===== config.mk =====
export PLATFORM = sky130hd
export DESIGN_NAME = seq_gen
export DESIGN_NICKNAME = d
export VERILOG_FILES = /design/src/rtl/seq_gen_pkg.sv /design/src/rtl/seq_gen_bit_tick.sv /design/src/rtl/seq_gen.sv
export SDC_FILE = /design/constraint.sdc
export NUM_CORES = 1
export LEC_CHECK = 0
export CAP_MARGIN = 20
export CORE_ASPECT_RATIO = 0.6
export CORE_UTILIZATION = 54
export CTS_BUF_LIST = sky130_fd_sc_hd__clkbuf_4
export DETAILED_ROUTE_END_ITERATION = 10
export PLACE_DENSITY = 0.78
export SETUP_SLACK_MARGIN = 0.3
export SYNTH_ARGS = -nofsm -noshare
export SYNTH_HDL_FRONTEND = slang
export SYNTH_SLANG_ARGS = --single-unit

===== constraint.sdc =====
create_clock -name mhz_i -period 1.9 [get_ports mhz_i]
set_input_delay 0.19 -clock mhz_i [delete_from_list [all_inputs] [get_ports mhz_i]]
set_output_delay 0.19 -clock mhz_i [all_outputs]
set_load 0.005 [all_outputs]

===== src/rtl/seq_gen_pkg.sv =====
// seq_gen_pkg: shared types and parameter defaults for the serial
// test-pattern transmitter.
package seq_gen_pkg;

  // Frame-level controller states.
  typedef enum logic [1:0] {
    IDLE  = 2'd0,
    SHIFT = 2'd1,
    DONE  = 2'd2
  } state_e;

  // Board defaults: 8-bit pattern, each bit held for 10000 MHz cycles.
  localparam int unsigned WIDTH_DEF = 8;
  localparam int unsigned DIV_DEF   = 10000;

  // Short bit time used in simulation so a frame fits in a few dozen cycles.
  localparam int unsigned DIV_SIM   = 4;

endpackage : seq_gen_pkg


===== src/rtl/seq_gen_bit_tick.sv =====
// bit_tick: free-running bit-time divider. Counts 0..DIV-1 and raises a
// one-cycle tick while the count sits at DIV-1. A synchronous clear holds
// the count at zero so the first bit of a frame gets a full DIV cycles.
module bit_tick
  import seq_gen_pkg::*;
#(
  parameter int unsigned DIV = DIV_DEF
) (
  input  logic clk_i,
  input  logic rst_i,
  input  logic clr_i,
  output logic tick_o
);

  localparam int unsigned CW = $clog2(DIV);
  localparam logic [CW-1:0] LAST = CW'(DIV - 1);

  logic [CW-1:0] count_q, count_d;
  logic          tick_q,  tick_d;

  // Next count: clear wins, otherwise wrap explicitly at DIV-1.
  always_comb begin
    count_d = count_q;
    if (clr_i) begin
      count_d = '0;
    end else if (count_q == LAST) begin
      count_d = '0;
    end else begin
      count_d = count_q + CW'(1);
    end
    tick_d = (count_d == LAST);
  end

  // Divider state and registered tick.
  always_ff @(posedge clk_i or posedge rst_i) begin
    if (rst_i) begin
      count_q <= '0;
      tick_q  <= 1'b0;
    end else begin
      count_q <= count_d;
      tick_q  <= tick_d;
    end
  end

  assign tick_o = tick_q;

endmodule : bit_tick


===== src/rtl/seq_gen.sv =====
// seq_gen: captures a WIDTH-bit pattern on start and sends it MSB-first on
// w_o, each bit held DIV cycles; optionally repeats the captured frame.
module seq_gen
  import seq_gen_pkg::*;
#(
  parameter int unsigned WIDTH = WIDTH_DEF,
  parameter int unsigned DIV   = DIV_DEF
) (
  input  logic             mhz_i,
  input  logic             reset_i,
  input  logic             start_i,
  input  logic [WIDTH-1:0] pattern_i,
  input  logic             repeat_i,
  output logic             w_o,
  output logic             bit_valid_o,
  output logic             busy_o,
  output logic             done_o
);

  localparam int unsigned IW = $clog2(WIDTH);
  localparam logic [IW-1:0] LAST_IDX = IW'(WIDTH - 1);

  state_e           state_q, state_d;
  logic [WIDTH-1:0] shreg_q, shreg_d;
  logic [WIDTH-1:0] frame_q, frame_d;
  logic [IW-1:0]    idx_q,   idx_d;
  logic             w_q,     w_d;
  logic             bv_q,    bv_d;
  logic             busy_q,  busy_d;
  logic             done_q,  done_d;

  logic             tick_s;
  logic             div_clr_s;

  // The divider only runs while a frame is on the line, so it restarts
  // from zero on every accepted start.
  assign div_clr_s = (state_q != SHIFT);

  bit_tick #(
    .DIV (DIV)
  ) u_bit_tick (
    .clk_i  (mhz_i),
    .rst_i  (reset_i),
    .clr_i  (div_clr_s),
    .tick_o (tick_s)
  );

  // Next-state and next-output logic for the frame controller.
  always_comb begin
    state_d = state_q;
    shreg_d = shreg_q;
    frame_d = frame_q;
    idx_d   = idx_q;
    w_d     = w_q;
    bv_d    = 1'b0;
    busy_d  = busy_q;
    done_d  = 1'b0;

    case (state_q)
      // DONE shares IDLE's accept path: its closing edge is the first edge
      // that may take a new start, giving a one-cycle gap between frames.
      // A start seen while DONE's pulse is still being set up is not queued.
      IDLE, DONE: begin
        w_d    = 1'b0;
        busy_d = 1'b0;
        if (start_i) begin
          shreg_d = pattern_i;
          frame_d = pattern_i;
          idx_d   = '0;
          w_d     = pattern_i[WIDTH-1];
          bv_d    = 1'b1;
          busy_d  = 1'b1;
          state_d = SHIFT;
        end else begin
          state_d = IDLE;
        end
      end

      SHIFT: begin
        busy_d = 1'b1;
        if (tick_s) begin
          if (idx_q != LAST_IDX) begin
            shreg_d = {shreg_q[WIDTH-2:0], 1'b0};
            w_d     = shreg_q[WIDTH-2];
            bv_d    = 1'b1;
            idx_d   = idx_q + IW'(1);
          end else if (repeat_i) begin
            // Repeats always come from the frame copy, never the live input.
            shreg_d = frame_q;
            w_d     = frame_q[WIDTH-1];
            bv_d    = 1'b1;
            idx_d   = '0;
          end else begin
            shreg_d = '0;
            idx_d   = '0;
            w_d     = 1'b0;
            busy_d  = 1'b0;
            done_d  = 1'b1;
            state_d = DONE;
          end
        end else begin
          state_d = SHIFT;
        end
      end

      default: begin
        shreg_d = '0;
        idx_d   = '0;
        w_d     = 1'b0;
        busy_d  = 1'b0;
        state_d = IDLE;
      end
    endcase
  end

  // State, datapath and registered outputs.
  always_ff @(posedge mhz_i or posedge reset_i) begin
    if (reset_i) begin
      state_q <= IDLE;
      shreg_q <= '0;
      frame_q <= '0;
      idx_q   <= '0;
      w_q     <= 1'b0;
      bv_q    <= 1'b0;
      busy_q  <= 1'b0;
      done_q  <= 1'b0;
    end else begin
      state_q <= state_d;
      shreg_q <= shreg_d;
      frame_q <= frame_d;
      idx_q   <= idx_d;
      w_q     <= w_d;
      bv_q    <= bv_d;
      busy_q  <= busy_d;
      done_q  <= done_d;
    end
  end

  assign w_o         = w_q;
  assign bit_valid_o = bv_q;
  assign busy_o      = busy_q;
  assign done_o      = done_q;

endmodule : seq_gen

==> flow_summary.yaml <==
outcome:
  status: "complete, no violations"
floorplan:
  initial_core_util_pct: 58.1
  die-area_um2: 3830
  die_h_um: 48.3
  coreArea_um2: 3320
  die_width_um: 79.2
  ios: 16
  fp-row-count: 16
sta:
  grt_setup_unrepaired: "true"
  worst_pin_slew_ps: 477
  min_period_over_period_pct: 98.8
  clock_skew_ps: 12.8
  fmax_ghz: 0.533
  slew_violations: 0
  slew_headroom_pct: 68.2
  setup_viol: 0
  period_minus_slack_ps: 1880
  hold_viol_final: 0
  setup_ws_ps: 22.8
placement:
  dp_slack_ps: -7.88
  place.gp.congestion: 0.950
  port-buffer-count: 15
  dp_hpwl_um: 3250
cts:
  clock_path_buffers: 2
  hold_buffers: 0
  cts_num_sinks: 39
  root_buffer: "clkbuf_4"
  clkLatencyLatePin_ps: 380
  clk_pin_slew_ps: 120
  cts_buffers: 5
  cts_tree: "yes"
  htreeDepth: 2
power:
  power_density_nw_per_um2: 1070
  p_leak_nw: 1.19
  irDropWorstVdd_v: 0.000734
route:
  detail_route.vias_per_cell: 5.85
  ant_nets: 0
  drtIter0Drc: 211
  drc_errors: 0
  highest_layer: "met4"
  vias: 1732
  dr.pass1.iters: 5
  wl_met2_um: 2260
  wl_per_cell_um: 16.8
  dr_wl_met3_um: 353
  routed_wl_um: 4970
  m1WireLength_um: 2250
final_layout:
  area_growth_pct: 29.7
  final_nets: 265
  diodes: 0
  layout-drive-gt1-share_pct: 23.1
  final_common_cell: "dfrtp_1"
  nFillCells: 226
  layout_common_cells: "39 x dfrtp_1, 37 x nand2_1, 29 x buf_4"
  finish.utilization_pct: 75.4
worst_setup_path:
  cp.arrival_ps: 2160
  cp_max_fo: 4
  worstSetupPathType: "reg2reg"
  startpoint: "u_bit_tick.count_q[1]"
  r2r_start: "u_bit_tick.count_q[1]"
  end_kind: "flip-flop"
  cp-start-kind: "flip-flop"
  rrSetupSlack_ps: 20
  reg2reg_to: "u_bit_tick.tick_o"
  required_ps: 2180
  crit_end: "u_bit_tick.tick_o"
  rr_worst_depth: 6
synthesis:
  ys_seq_area_share_pct: 50.6
  yosysWarnings: 0
  syn_avg_cell_area_um2: 9.28
  syn-num-nets: 223
  syn-cell-area_um2: 1930
  synth_cell_type_count: 34
  synth_edf_count: 0
  netlist_top_cells_area: "dfrtp_1 51%, nand2_1 7.4%, nor2_1 4.7%"
  async_flop_share_pct: 100
  synth_flop_cell: "dfrtp_1"
  ys_seq_elements: 39
  synth_top_cell_by_area: "dfrtp_1"
  syn_inst: 208
  synth_top_area_share_pct: 50.6
global_route:
  globalRouteTotalUtil_pct: 27.7
  grt-ovfl-total: 0
  grt_pass1_vias: 1650
  antenna_found_initial: 0
  grt_pass1_wl_um: 7800
  grt_max_degree: 40
flow_run:
  drv_cap: 0
hold_path:
  hold_path.class: "in2async"
[timing repair]
| action | in CTS | in global routing |
|---|---|---|
| cloned | 0 | 1 |
| gates resized for setup | 4 | 12 |
| pin swaps | 5 | 8 |
| setup endpoints to repair | 18 | 19 |
| hold endpoints to repair | 0 | 0 |
| buffers inserted | 8 | 7 |
[cells by family after synthesis]
family	Yosys count	synth area share, %
simple gates	97	23.6
fa+ha+maj	3	1.94
mux	3	1.62
flops	39	50.6
xor+xnor	11	4.99
buf+inv	16	3.63
compound gates	39	13.7
[sequential cells by signal, summed over array words and instances (netlist names)]
| name | count |
|---|---|
| shreg_q | 7 |
| u_bit_tick.count_q | 14 |
| busy_o | 1 |
| u_bit_tick.tick_o | 1 |
| state_q | 2 |
| done_o | 1 |
| bit_valid_o | 1 |
| idx_q | 3 |
| w_o | 1 |
| frame_q | 8 |
[report_power, final]
| group | internal (mW) | switching [mW] |
|---|---|---|
| sequential | 1.04 | 0.176 |
| combinational | 0.476 | 0.426 |
| clock | 0.270 | 0.291 |
| total | 1.78 | 0.893 |
[synth_stat cells, types with 2 or more instances]
cell type  number
nand2b_1        4
o21ai_0        10
xnor2_1         6
nor2_1         24
nor2b_1         3
dfrtp_1        39
xor2_1          5
a22oi_1         2
nand2_1        38
ha_1            3
a21oi_1        14
nand3_1         9
and3_1          9
a222oi_1        6
or3_1           2
mux2i_1         2
clkbuf_1        8
inv_1           5
buf_2           2
a21o_1          3
[layout make-up]
| cell class | count | area (um^2) | share of cell area, % |
|---|---|---|---|
| multi-input cells | 153 | 987 | 39.4 |
| flip-flops and latches | 39 | 976 | 39.0 |
| repair buffers | 46 | 390 | 15.6 |
| well taps | 45 | 56.3 | 2.25 |
| clock inverters | 3 | 38.8 | 1.55 |
| clock buffers | 5 | 37.5 | 1.50 |
| inverters | 5 | 18.8 | 0.749 |
[worst min-delay path by stage]
stage,depth (start not counted),slack [ps],endpoint
CTS,3,230,u_bit_tick.count_q[9]
finish,3,210,u_bit_tick.count_q[9]
global route,3,260,state_q[0]
detailed placement,2,470,frame_q[2]
floorplan,2,300,frame_q[0]
global placement,2,460,frame_q[6]
[per-layer routing]
metal  GRT usage [%]  up-vias
li1                -      800
met1            39.4      834
met2            39.9       86
met3            7.36       12
met4            12.4        0
met5               0        -
[critical path, stage by stage (launching register included)]
cell       delay, ps
dfrtp_1          440
ha_4             190
and3_4           210
nand3_2           80
xor2_1           170
or4_1            500
a2111oi_2        210
[per-stage QoR]
stage | setup TNS [ps] | power [mW] | area, um^2 | hold slack (ps) | std cells
3_3_place_gp | 0 | 1.85 | 2250 | 459 | 272
6_report | 0 | 2.68 | 2500 | 208 | 296
5_1_grt | -26.1 | 2.82 | 2500 | 259 | 296
4_1_cts | 0 | 2.57 | 2400 | 228 | 288
3_5_place_dp | -7.88 | 1.91 | 2250 | 470 | 272
2_1_floorplan | 0 | 1.67 | 2000 | 295 | 208
Power figures use the tool's default switching activity.
